--- src/rtl/snake_frame_render.sv ---
// Paints the snake / splash cell list into a double-buffered colour RAM.
// The serialiser reads the front buffer through a registered read port while the back buffer is painted.
module snake_frame_render #(
    parameter int                 GRID_N     = 64,
    parameter int                 IDX_W      = 6,
    parameter int                 MAX_LEN    = 8,
    parameter int                 LEN_W      = 4,
    parameter int                 COLOR_W    = 24,
    parameter logic [COLOR_W-1:0] BG_COLOR   = 24'h000000,
    parameter logic [COLOR_W-1:0] BODY_COLOR = 24'h110000,
    parameter logic [COLOR_W-1:0] HEAD_COLOR = 24'h111100,
    parameter logic [COLOR_W-1:0] FOOD_COLOR = 24'h001100
) (
    input  logic                     sys_clk,
    input  logic                     sys_rst_n,
    input  logic                     frame_start,
    input  logic                     snake_en,
    input  logic [MAX_LEN*IDX_W-1:0] body_pos,
    input  logic [LEN_W-1:0]         body_len,
    input  logic [MAX_LEN*IDX_W-1:0] start_pos,
    input  logic [IDX_W-1:0]         food_pos,
    input  logic                     food_en,
    output logic                     busy,
    output logic                     frame_done,
    input  logic                     rd_en,
    input  logic [IDX_W-1:0]         rd_addr,
    output logic [COLOR_W-1:0]       rd_color,
    output logic                     rd_valid
);

    typedef enum logic [2:0] {IDLE, CLEAR, BODY, HEAD, FOOD, DONE} state_t;

    localparam int               RAM_DEPTH = 2 ** (IDX_W + 1);
    localparam int               SEG_SLOTS = 2 ** LEN_W;
    localparam logic [IDX_W:0]   GRID_LIM  = (IDX_W + 1)'(GRID_N);
    localparam logic [IDX_W-1:0] LAST_CELL = IDX_W'(GRID_N - 1);
    localparam logic [LEN_W-1:0] MAX_L     = LEN_W'(MAX_LEN);
    localparam logic [LEN_W-1:0] ONE_L     = LEN_W'(1);

    state_t                   state_reg;
    logic [IDX_W-1:0]         cell_cnt_reg;
    logic [LEN_W-1:0]         seg_idx_reg;
    logic [LEN_W-1:0]         len_reg;
    logic                     snake_en_reg;
    logic                     food_en_reg;
    logic [MAX_LEN*IDX_W-1:0] pos_reg;
    logic [IDX_W-1:0]         food_pos_reg;
    logic                     front_sel_reg;
    logic                     frame_valid_reg;

    logic [LEN_W-1:0]         len_clamped;
    logic [LEN_W-1:0]         seg_last;
    logic [IDX_W-1:0]         pos_arr [SEG_SLOTS];

    logic                     wr_en_next;
    logic [IDX_W-1:0]         wr_cell_next;
    logic [COLOR_W-1:0]       wr_color_next;

    logic [COLOR_W-1:0]       ram [RAM_DEPTH];

    assign len_clamped = (body_len > MAX_L) ? MAX_L : body_len;
    assign seg_last    = snake_en_reg ? ONE_L : '0;

    // Unpack the snapshot list; slots past MAX_LEN exist only so the index width matches the array.
    generate
        for (genvar gi = 0; gi < SEG_SLOTS; gi++) begin : g_unpack
            if (gi < MAX_LEN) begin : g_used
                assign pos_arr[gi] = pos_reg[gi*IDX_W +: IDX_W];
            end else begin : g_pad
                assign pos_arr[gi] = '0;
            end
        end
    endgenerate

    always_ff @(posedge sys_clk or negedge sys_rst_n) begin
        if (!sys_rst_n) begin
            state_reg       <= IDLE;
            busy            <= 1'b0;
            frame_done      <= 1'b0;
            cell_cnt_reg    <= '0;
            seg_idx_reg     <= '0;
            len_reg         <= '0;
            snake_en_reg    <= 1'b0;
            food_en_reg     <= 1'b0;
            pos_reg         <= '0;
            food_pos_reg    <= '0;
            front_sel_reg   <= 1'b0;
            frame_valid_reg <= 1'b0;
        end else begin
            frame_done <= 1'b0;
            case (state_reg)
                IDLE: begin
                    if (frame_start) begin
                        snake_en_reg <= snake_en;
                        pos_reg      <= snake_en ? body_pos : start_pos;
                        len_reg      <= len_clamped;
                        food_pos_reg <= food_pos;
                        food_en_reg  <= food_en;
                        cell_cnt_reg <= '0;
                        busy         <= 1'b1;
                        state_reg    <= CLEAR;
                    end
                end
                CLEAR: begin
                    cell_cnt_reg <= cell_cnt_reg + IDX_W'(1);
                    if (cell_cnt_reg == LAST_CELL) begin
                        if (!snake_en_reg) begin
                            seg_idx_reg <= LEN_W'(MAX_LEN - 1);
                            state_reg   <= BODY;
                        end else if (len_reg > ONE_L) begin
                            seg_idx_reg <= len_reg - ONE_L;
                            state_reg   <= BODY;
                        end else begin
                            state_reg <= HEAD;
                        end
                    end
                end
                BODY: begin
                    if (seg_idx_reg == seg_last) begin
                        state_reg <= HEAD;
                    end else begin
                        seg_idx_reg <= seg_idx_reg - ONE_L;
                    end
                end
                HEAD: state_reg <= FOOD;
                FOOD: begin
                    frame_done <= 1'b1;
                    state_reg  <= DONE;
                end
                DONE: begin
                    busy            <= 1'b0;
                    front_sel_reg   <= ~front_sel_reg;
                    frame_valid_reg <= 1'b1;
                    state_reg       <= IDLE;
                end
                default: state_reg <= IDLE;
            endcase
        end
    end

    // Write order alone gives the overlap priority: later states overwrite earlier ones.
    always_comb begin
        wr_en_next    = 1'b0;
        wr_cell_next  = '0;
        wr_color_next = BG_COLOR;
        case (state_reg)
            CLEAR: begin
                wr_en_next   = 1'b1;
                wr_cell_next = cell_cnt_reg;
            end
            BODY: begin
                wr_en_next    = 1'b1;
                wr_cell_next  = pos_arr[seg_idx_reg];
                wr_color_next = BODY_COLOR;
            end
            HEAD: begin
                wr_en_next    = snake_en_reg && (len_reg != '0);
                wr_cell_next  = pos_arr[0];
                wr_color_next = HEAD_COLOR;
            end
            FOOD: begin
                wr_en_next    = snake_en_reg && food_en_reg;
                wr_cell_next  = food_pos_reg;
                wr_color_next = FOOD_COLOR;
            end
            default: ;
        endcase
        if ({1'b0, wr_cell_next} >= GRID_LIM) begin
            wr_en_next = 1'b0;
        end
    end

    always_ff @(posedge sys_clk) begin
        if (wr_en_next) begin
            ram[{~front_sel_reg, wr_cell_next}] <= wr_color_next;
        end
    end

    always_ff @(posedge sys_clk or negedge sys_rst_n) begin
        if (!sys_rst_n) begin
            rd_color <= '0;
            rd_valid <= 1'b0;
        end else begin
            rd_valid <= rd_en;
            if (rd_en) begin
                if (!frame_valid_reg || ({1'b0, rd_addr} >= GRID_LIM)) begin
                    rd_color <= BG_COLOR;
                end else begin
                    rd_color <= ram[{front_sel_reg, rd_addr}];
                end
            end
        end
    end

endmodule

--- config.mk ---
export PLATFORM = sky130hd
export DESIGN_NAME = snake_frame_render
export DESIGN_NICKNAME = d
export VERILOG_FILES = /design/src/rtl/snake_frame_render.sv
export SDC_FILE = /design/constraint.sdc
export NUM_CORES = 1
export LEC_CHECK = 0
export ABC_AREA = 1
export BUFFER_PORTS_ARGS = -buffer_cell sky130_fd_sc_hd__buf_4
export CAP_MARGIN = 20
export CORE_UTILIZATION = 34
export CTS_BUF_LIST = sky130_fd_sc_hd__clkbuf_8
export DETAILED_ROUTE_END_ITERATION = 10
export PLACE_DENSITY = 0.56
export SLEW_MARGIN = 20
export SYNTH_ARGS = -nofsm -noshare
export SYNTH_HDL_FRONTEND = slang
export SYNTH_SLANG_ARGS = --single-unit
--- constraint.sdc ---
create_clock -name sys_clk -period 6.11 [get_ports sys_clk]
set_clock_uncertainty 0.2 [all_clocks]
set_input_delay 1.222 -clock sys_clk [delete_from_list [all_inputs] [get_ports sys_clk]]
set_output_delay 1.222 -clock sys_clk [all_outputs]
set_load 0.03 [all_outputs]
[After elaboration in Yosys (flattened, before gate mapping)]
Memories as Yosys holds them, arrays and structs flattened.
Index checks and enable logic that the tools add are counted.
Word-level totals
  flip-flop bits (word level): 102
  memory bits (writable): 2688
  output and inout bits: 27
  word-level logic and storage cells: 76
  memories: 1
Memory list
  ram: depth 128, bits a word 21, read ports 1, clocked after memory_dff 0, wr ports 1, line 59  | logic [COLOR_W-1:0] ram [RAM_DEPTH];
Operators by class
  add/subtract/negate cells: 3
  $lt $le $gt $ge: 3
  equality and inequality tests: 12
  multiplexer cells: 28
  bitwise operators: 2
  reduce and logical (&&, ||, !) cells: 13
Operators by type and width (number)
  case mux 21 bit (3 select lines): 1
  2-to-1 mux 48 bit: 1
  binary-select mux 6 bit (select 4 bit): 1
  2-to-1 mux 24 bit: 1
  case mux 6 bit (4 select lines): 1
  2-to-1 mux 4 bit: 5
  2-to-1 mux 6 bit: 3
  case mux 3 bit (5 select lines): 1
  case mux 6 bit (2 select lines): 1
  2-to-1 mux 3 bit: 3
  != test 2 bit (second input constant): 4
  case mux 4 bit (2 select lines): 1
  subtractor 4 x 1 -> 4 bit (second input constant): 2
  2-to-1 mux 1 bit: 7
  adder 6 x 1 -> 6 bit (second input constant): 1
  equality test 3 x 2 -> 1 bit (second input constant): 2
  equality test 3 bit (second input constant): 2
  equality test 6 bit (second input constant): 1
  AND reduction 2 bit: 3
  nonzero test 2 bit: 3
  >= comparator 5 bit (second input constant): 1
  NOT 4 -> 5 bit: 1
  equality test 4 x 1 -> 1 bit: 1
  greater-than comparator 4 x 1 -> 1 bit (second input constant): 1
  12 further kinds: 13

[Depth between registers and ports, before layout]
  word-level depth: 5
  depth in mapped cells: 13
  mapped depth without buffers: 11

[Least setup slack after synthesis]
No wires, ideal clock.
  kind: register to register
  start point: register state_reg[2]
  end point: memory ram[80][12] in the netlist's numbering (enable)
  setup time: 0.309 ns
  data arrival time: 4.609 ns
  data required time: 5.601 ns
  path slack: 0.992 ns
  stages on the path, launching flop included: 9
  clock period less this slack: 5.118 ns
  cell sequence: dfrtp_1 nor2_4 nand2_2 nand2_1 o2111ai_1 nand2_2 nor3b_2 nand2_1 nor2_1
On the way
  word-level cells in the longest chain between the ends: 5
Ends and longest elaborated chain
  from (decl): line 40  | state_t state_reg;
  from (signal assigned): line 77  | state_reg <= IDLE;
  from (signal assigned): line 101  | state_reg <= CLEAR;
  from (signal assigned): line 109  | state_reg <= BODY;
  equality test 3 x 2 -> 1 bit / equality test 3 x 1 -> 1 bit (equally long branches): line 146  | case (state_reg)
  OR reduction 2 bit (no source line)
  case mux 1 bit (3 select lines): line 146
  2-to-1 mux 1 bit: line 174  | if (wr_en_next) begin
  2-to-1 mux 1 bit (not written as such): line 175  | ram[{~front_sel_reg, wr_cell_next}] <= wr_color_next;
  to (decl): line 59
Several ways; a longest one is shown, not always the timed one.

[Worst setup path in the final report]
  start point: input port rd_addr[0]
  end point: register rd_color[12]
On the way
  word-level cells in the longest chain between the ends: 2
Ends and longest elaborated chain
  from (decl): line 26  | input logic [IDX_W-1:0] rd_addr,
  memory (128 x 21 bit)
  2-to-1 mux 24 bit: line 186  | if (!frame_valid_reg || ({1'b0, rd_addr} >= GRID_LIM)) begin
  to (signal assigned): line 189  | rd_color <= ram[{front_sel_reg, rd_addr}];
  to (decl): line 27  | output logic [COLOR_W-1:0] rd_color,
Every way passes these cells.
A chain may end at the register's enable or synchronous reset.

==> impl_metrics.py <==
metrics = {
    "outcome": {
        "outcome": "completed",
    },
    "place": {
        "dp_hpwl_um": 24800,
        "gp_routability_congestion": 0.819,
        "count_of_buffers_inserted_at_the_top_level_ports": 124,
    },
    "power_and_ir_drop": {
        "total_leakage_power_nw": 7.03,
        "finalPower_mw": 7.04,
        "power.density_cell_area_nw_per_um2": 395,
        "ir_drop_mv": 0.239,
    },
    "clock_tree": {
        "numCtsBuffers": 55,
        "hold_fix_buffer_count_after_cts": 0,
        "total_setup_buffers_inserted_after_cts": 0,
        "max-clock-path-buffers": 3,
        "numClockSinks": 336,
        "cts.htree.levels": 2,
        "clkSlewWorstSetupHoldPaths_ns": 0.06,
        "cts_root_buffer": "sky130_fd_sc_hd__clkbuf_8",
        "postCtsResizedCells": 0,
        "tritoncts": "built",
        "insertion_delay_ns": 0.61,
    },
    "job": {
        "timing.max_cap.violations": 0,
    },
    "cells_and_area": {
        "mostFrequentLayoutCell": "sky130_fd_sc_hd__nand2_1",
        "final_cell_mix": "400 x sky130_fd_sc_hd__nand2_1, 274 x sky130_fd_sc_hd__nor2_1, 262 x sky130_fd_sc_hd__nand3_1, 256 x sky130_fd_sc_hd__edfxtp_1, 130 x sky130_fd_sc_hd__buf_4",
        "antennaDiodeCount": 0,
        "finalNetCount": 1819,
        "postLayoutCoreUtil_pct": 40.0,
        "share_of_post_route_cells_with_drive_strength_above_1_pct": 14.9,
        "layout-area-overhead-vs-synth_pct": 15.0,
        "layout.filler_cells": 4451,
        "largest_register_ff_count": 256,
    },
    "route": {
        "average_vias_per_placed_instance": 5.02,
        "drt_wl_total_um": 40700,
        "dr.first_iter.drc_count": 1053,
        "dr_pass1_iterations": 5,
        "wire_per_inst_um": 17.4,
        "route.detailed.drc": 0,
        "num_vias": 11700,
        "drt.antenna.violating_nets": 0,
    },
    "yosys": {
        "synthesis.yosys.warnings": 0,
        "synth.mux.area_fraction_pct": 0,
        "postSynth.topFlopCell": "sky130_fd_sc_hd__edfxtp_1",
        "synth-seq-area-share_pct": 62.5,
        "post_synth_xor_area_fraction_pct": 0.282,
        "synth.ff_latch_count": 336,
        "synth-compound-area-share_pct": 5.17,
        "main_combinational_cell_family_by_area_after_synthesis": "simple AND/OR/NAND/NOR gates",
        "post_synth_and_or_nand_nor_area_fraction_pct": 26.9,
        "synth_cell_types": 37,
        "async_reset_ff_share_pct": 23.8,
        "synthesis.area_um2": 15500,
        "synth.avg_cell_area_um2": 9.67,
        "synth_area_in_adders_pct": 0.323,
        "syn_inst": 1603,
        "synth_enable_flop_cells": 256,
    },
    "setup_path": {
        "crit_fanout": 84,
        "critical_setup_path_kind": "input port to flop",
        "crit_required_ns": 6.41,
        "worstSetupStartpointType": "input port",
        "crit_path_end_kind": "flop",
        "crit_arrival_ns": 3.95,
    },
    "timing": {
        "hold_viol": 0,
        "setup_violations": 0,
        "holdWs_ns": 0.196,
        "rsz0062_at_grt": "false",
        "timing.final.crit_share_pct": 59.8,
        "achievable-frequency_mhz": 274,
        "fin_crit_ns": 3.65,
        "fin_setup_tns_ns": 0,
        "timing.max_slew.rel_slack_pct": 32.2,
        "slew_violations": 0,
        "timing_worst_slew_pin_value_ns": 1.02,
    },
    "floorplanning": {
        "core_area_um2": 44600,
        "initial_core_util_pct": 34.8,
        "fp.dieH_um": 216,
        "floorplan.rows": 77,
        "die-area_um2": 46500,
        "die_w_um": 216,
        "top_level_ports": 145,
    },
    "global_route": {
        "globalRouteMet1Util_pct": 23.6,
        "gr-usage-all-layers_pct": 17.6,
        "grt.busiest_layer": "met2",
        "first_global_vias": 12000,
        "antenna_found_initial": 0,
        "grt_max_degree": 112,
        "use_met3_pct": 2.97,
        "grt_first_pass_wirelength_um": 64200,
        "overflow": 0,
        "gr-usage-met2_pct": 29.3,
    },
    "worst_hold_path": {
        "hold_class": "input port to async pin",
    },
}
layer usage:
| metal | vias up | part of all wire, % |
|---|---|---|
| li1 | 5623 | - |
| met1 | 5649 | 45 |
| met2 | 378 | 47 |
| met3 | 63 | 5.8 |
| met4 | 0 | 2.0 |
| met5 | - | 0 |
cell type report:
type                            count  area (µm²)  area share, %
Inverter                           48         184           1.03
Tap cell                          592         741           4.15
Timing Repair Buffer              133        1030           5.75
Clock inverter                     39         175          0.982
Sequential cell                   336        9690           54.3
Clock buffer                       63         867           4.86
Multi-Input combinational cell   1123        5150           28.9
power by group:
part	internal (mW)	leakage [nW]	switching, mW
clock	0.943	0.596	0.908
sequential	2.91	3.35	0.215
combinational	0.570	3.08	1.50
total	4.42	7.03	2.62
critical path: stages:
cell and delay, ns:
sky130_fd_sc_hd__buf_4 0.41, sky130_fd_sc_hd__clkinv_2 0.65, sky130_fd_sc_hd__buf_4 0.63, sky130_fd_sc_hd__nand2_1 0.15, sky130_fd_sc_hd__nand3_1 0.09, sky130_fd_sc_hd__nand3_1 0.13, sky130_fd_sc_hd__nand3_1 0.11, sky130_fd_sc_hd__nand3_1 0.14
sky130_fd_sc_hd__nand2_1 0.09, sky130_fd_sc_hd__nand2_1 0.06, sky130_fd_sc_hd__nand3_1 0.08, sky130_fd_sc_hd__nand3_1 0.10, sky130_fd_sc_hd__nand2_1 0.06
final timing paths:
check,cells past startpoint,slack (ns),from,endpoint
max in group asynchronous,2,4.63,sys_rst_n,pos_reg[27]
worst max-delay path,13,2.46,rd_addr[0],rd_color[12]
worst min register to register,1,0.27,frame_valid_reg,frame_valid_reg
worst max register to register,7,2.59,state_reg[2],ram[71][16]
worst min-delay path,1,0.20,sys_rst_n,rd_valid
min in group sys_clk,1,0.27,frame_valid_reg,frame_valid_reg
synthesized netlist by cell type (3+ instances only):
cell | count | area share [%]
sky130_fd_sc_hd__a21oi_1 | 11 | 0.36
sky130_fd_sc_hd__buf_1 | 12 | 0.29
sky130_fd_sc_hd__buf_2 | 12 | 0.39
sky130_fd_sc_hd__buf_4 | 22 | 1.1
sky130_fd_sc_hd__buf_6 | 4 | 0.29
sky130_fd_sc_hd__clkbuf_1 | 65 | 1.6
sky130_fd_sc_hd__dfrtp_1 | 80 | 13
sky130_fd_sc_hd__edfxtp_1 | 256 | 50
sky130_fd_sc_hd__ha_1 | 4 | 0.32
sky130_fd_sc_hd__inv_1 | 39 | 0.94
sky130_fd_sc_hd__inv_2 | 9 | 0.22
sky130_fd_sc_hd__nand2_1 | 401 | 9.7
sky130_fd_sc_hd__nand2_2 | 9 | 0.36
sky130_fd_sc_hd__nand3_1 | 262 | 8.5
sky130_fd_sc_hd__nand3_2 | 13 | 0.84
sky130_fd_sc_hd__nor2_1 | 274 | 6.6
sky130_fd_sc_hd__nor2_2 | 4 | 0.16
sky130_fd_sc_hd__nor2_4 | 3 | 0.22
sky130_fd_sc_hd__nor3_1 | 4 | 0.13
sky130_fd_sc_hd__o211ai_1 | 6 | 0.29
sky130_fd_sc_hd__o21ai_0 | 37 | 1.2
sky130_fd_sc_hd__o21ai_1 | 4 | 0.13
sky130_fd_sc_hd__o22ai_1 | 3 | 0.12
sky130_fd_sc_hd__o31ai_1 | 48 | 2.3
sky130_fd_sc_hd__xor2_1 | 4 | 0.23
metrics by stage:
step / area, µm² / std cells / setup slack (ns)
2_1_floorplan: 15600 / 1622 / 0.992
3_3_place_gp: 16800 / 2231 / 1.89
3_5_place_dp: 16800 / 2231 / 1.84
4_1_cts: 17800 / 2333 / 2.00
5_1_grt: 17800 / 2334 / 2.17
6_report: 17800 / 2334 / 2.46
cells by family (layout without fill, tap and decap cells):
kind of cell               after synthesis  count (layout)
and+or+nand+nor                        975             975
buffers and inverters                  163             283
other                                    1              20
xor gates and xnor gates                 5               5
DFF                                    336             336
AOI/OAI and AO/OA                      119             119
adders and majority gates                4               4
Note: power is estimated with default switching activity, not from simulation.
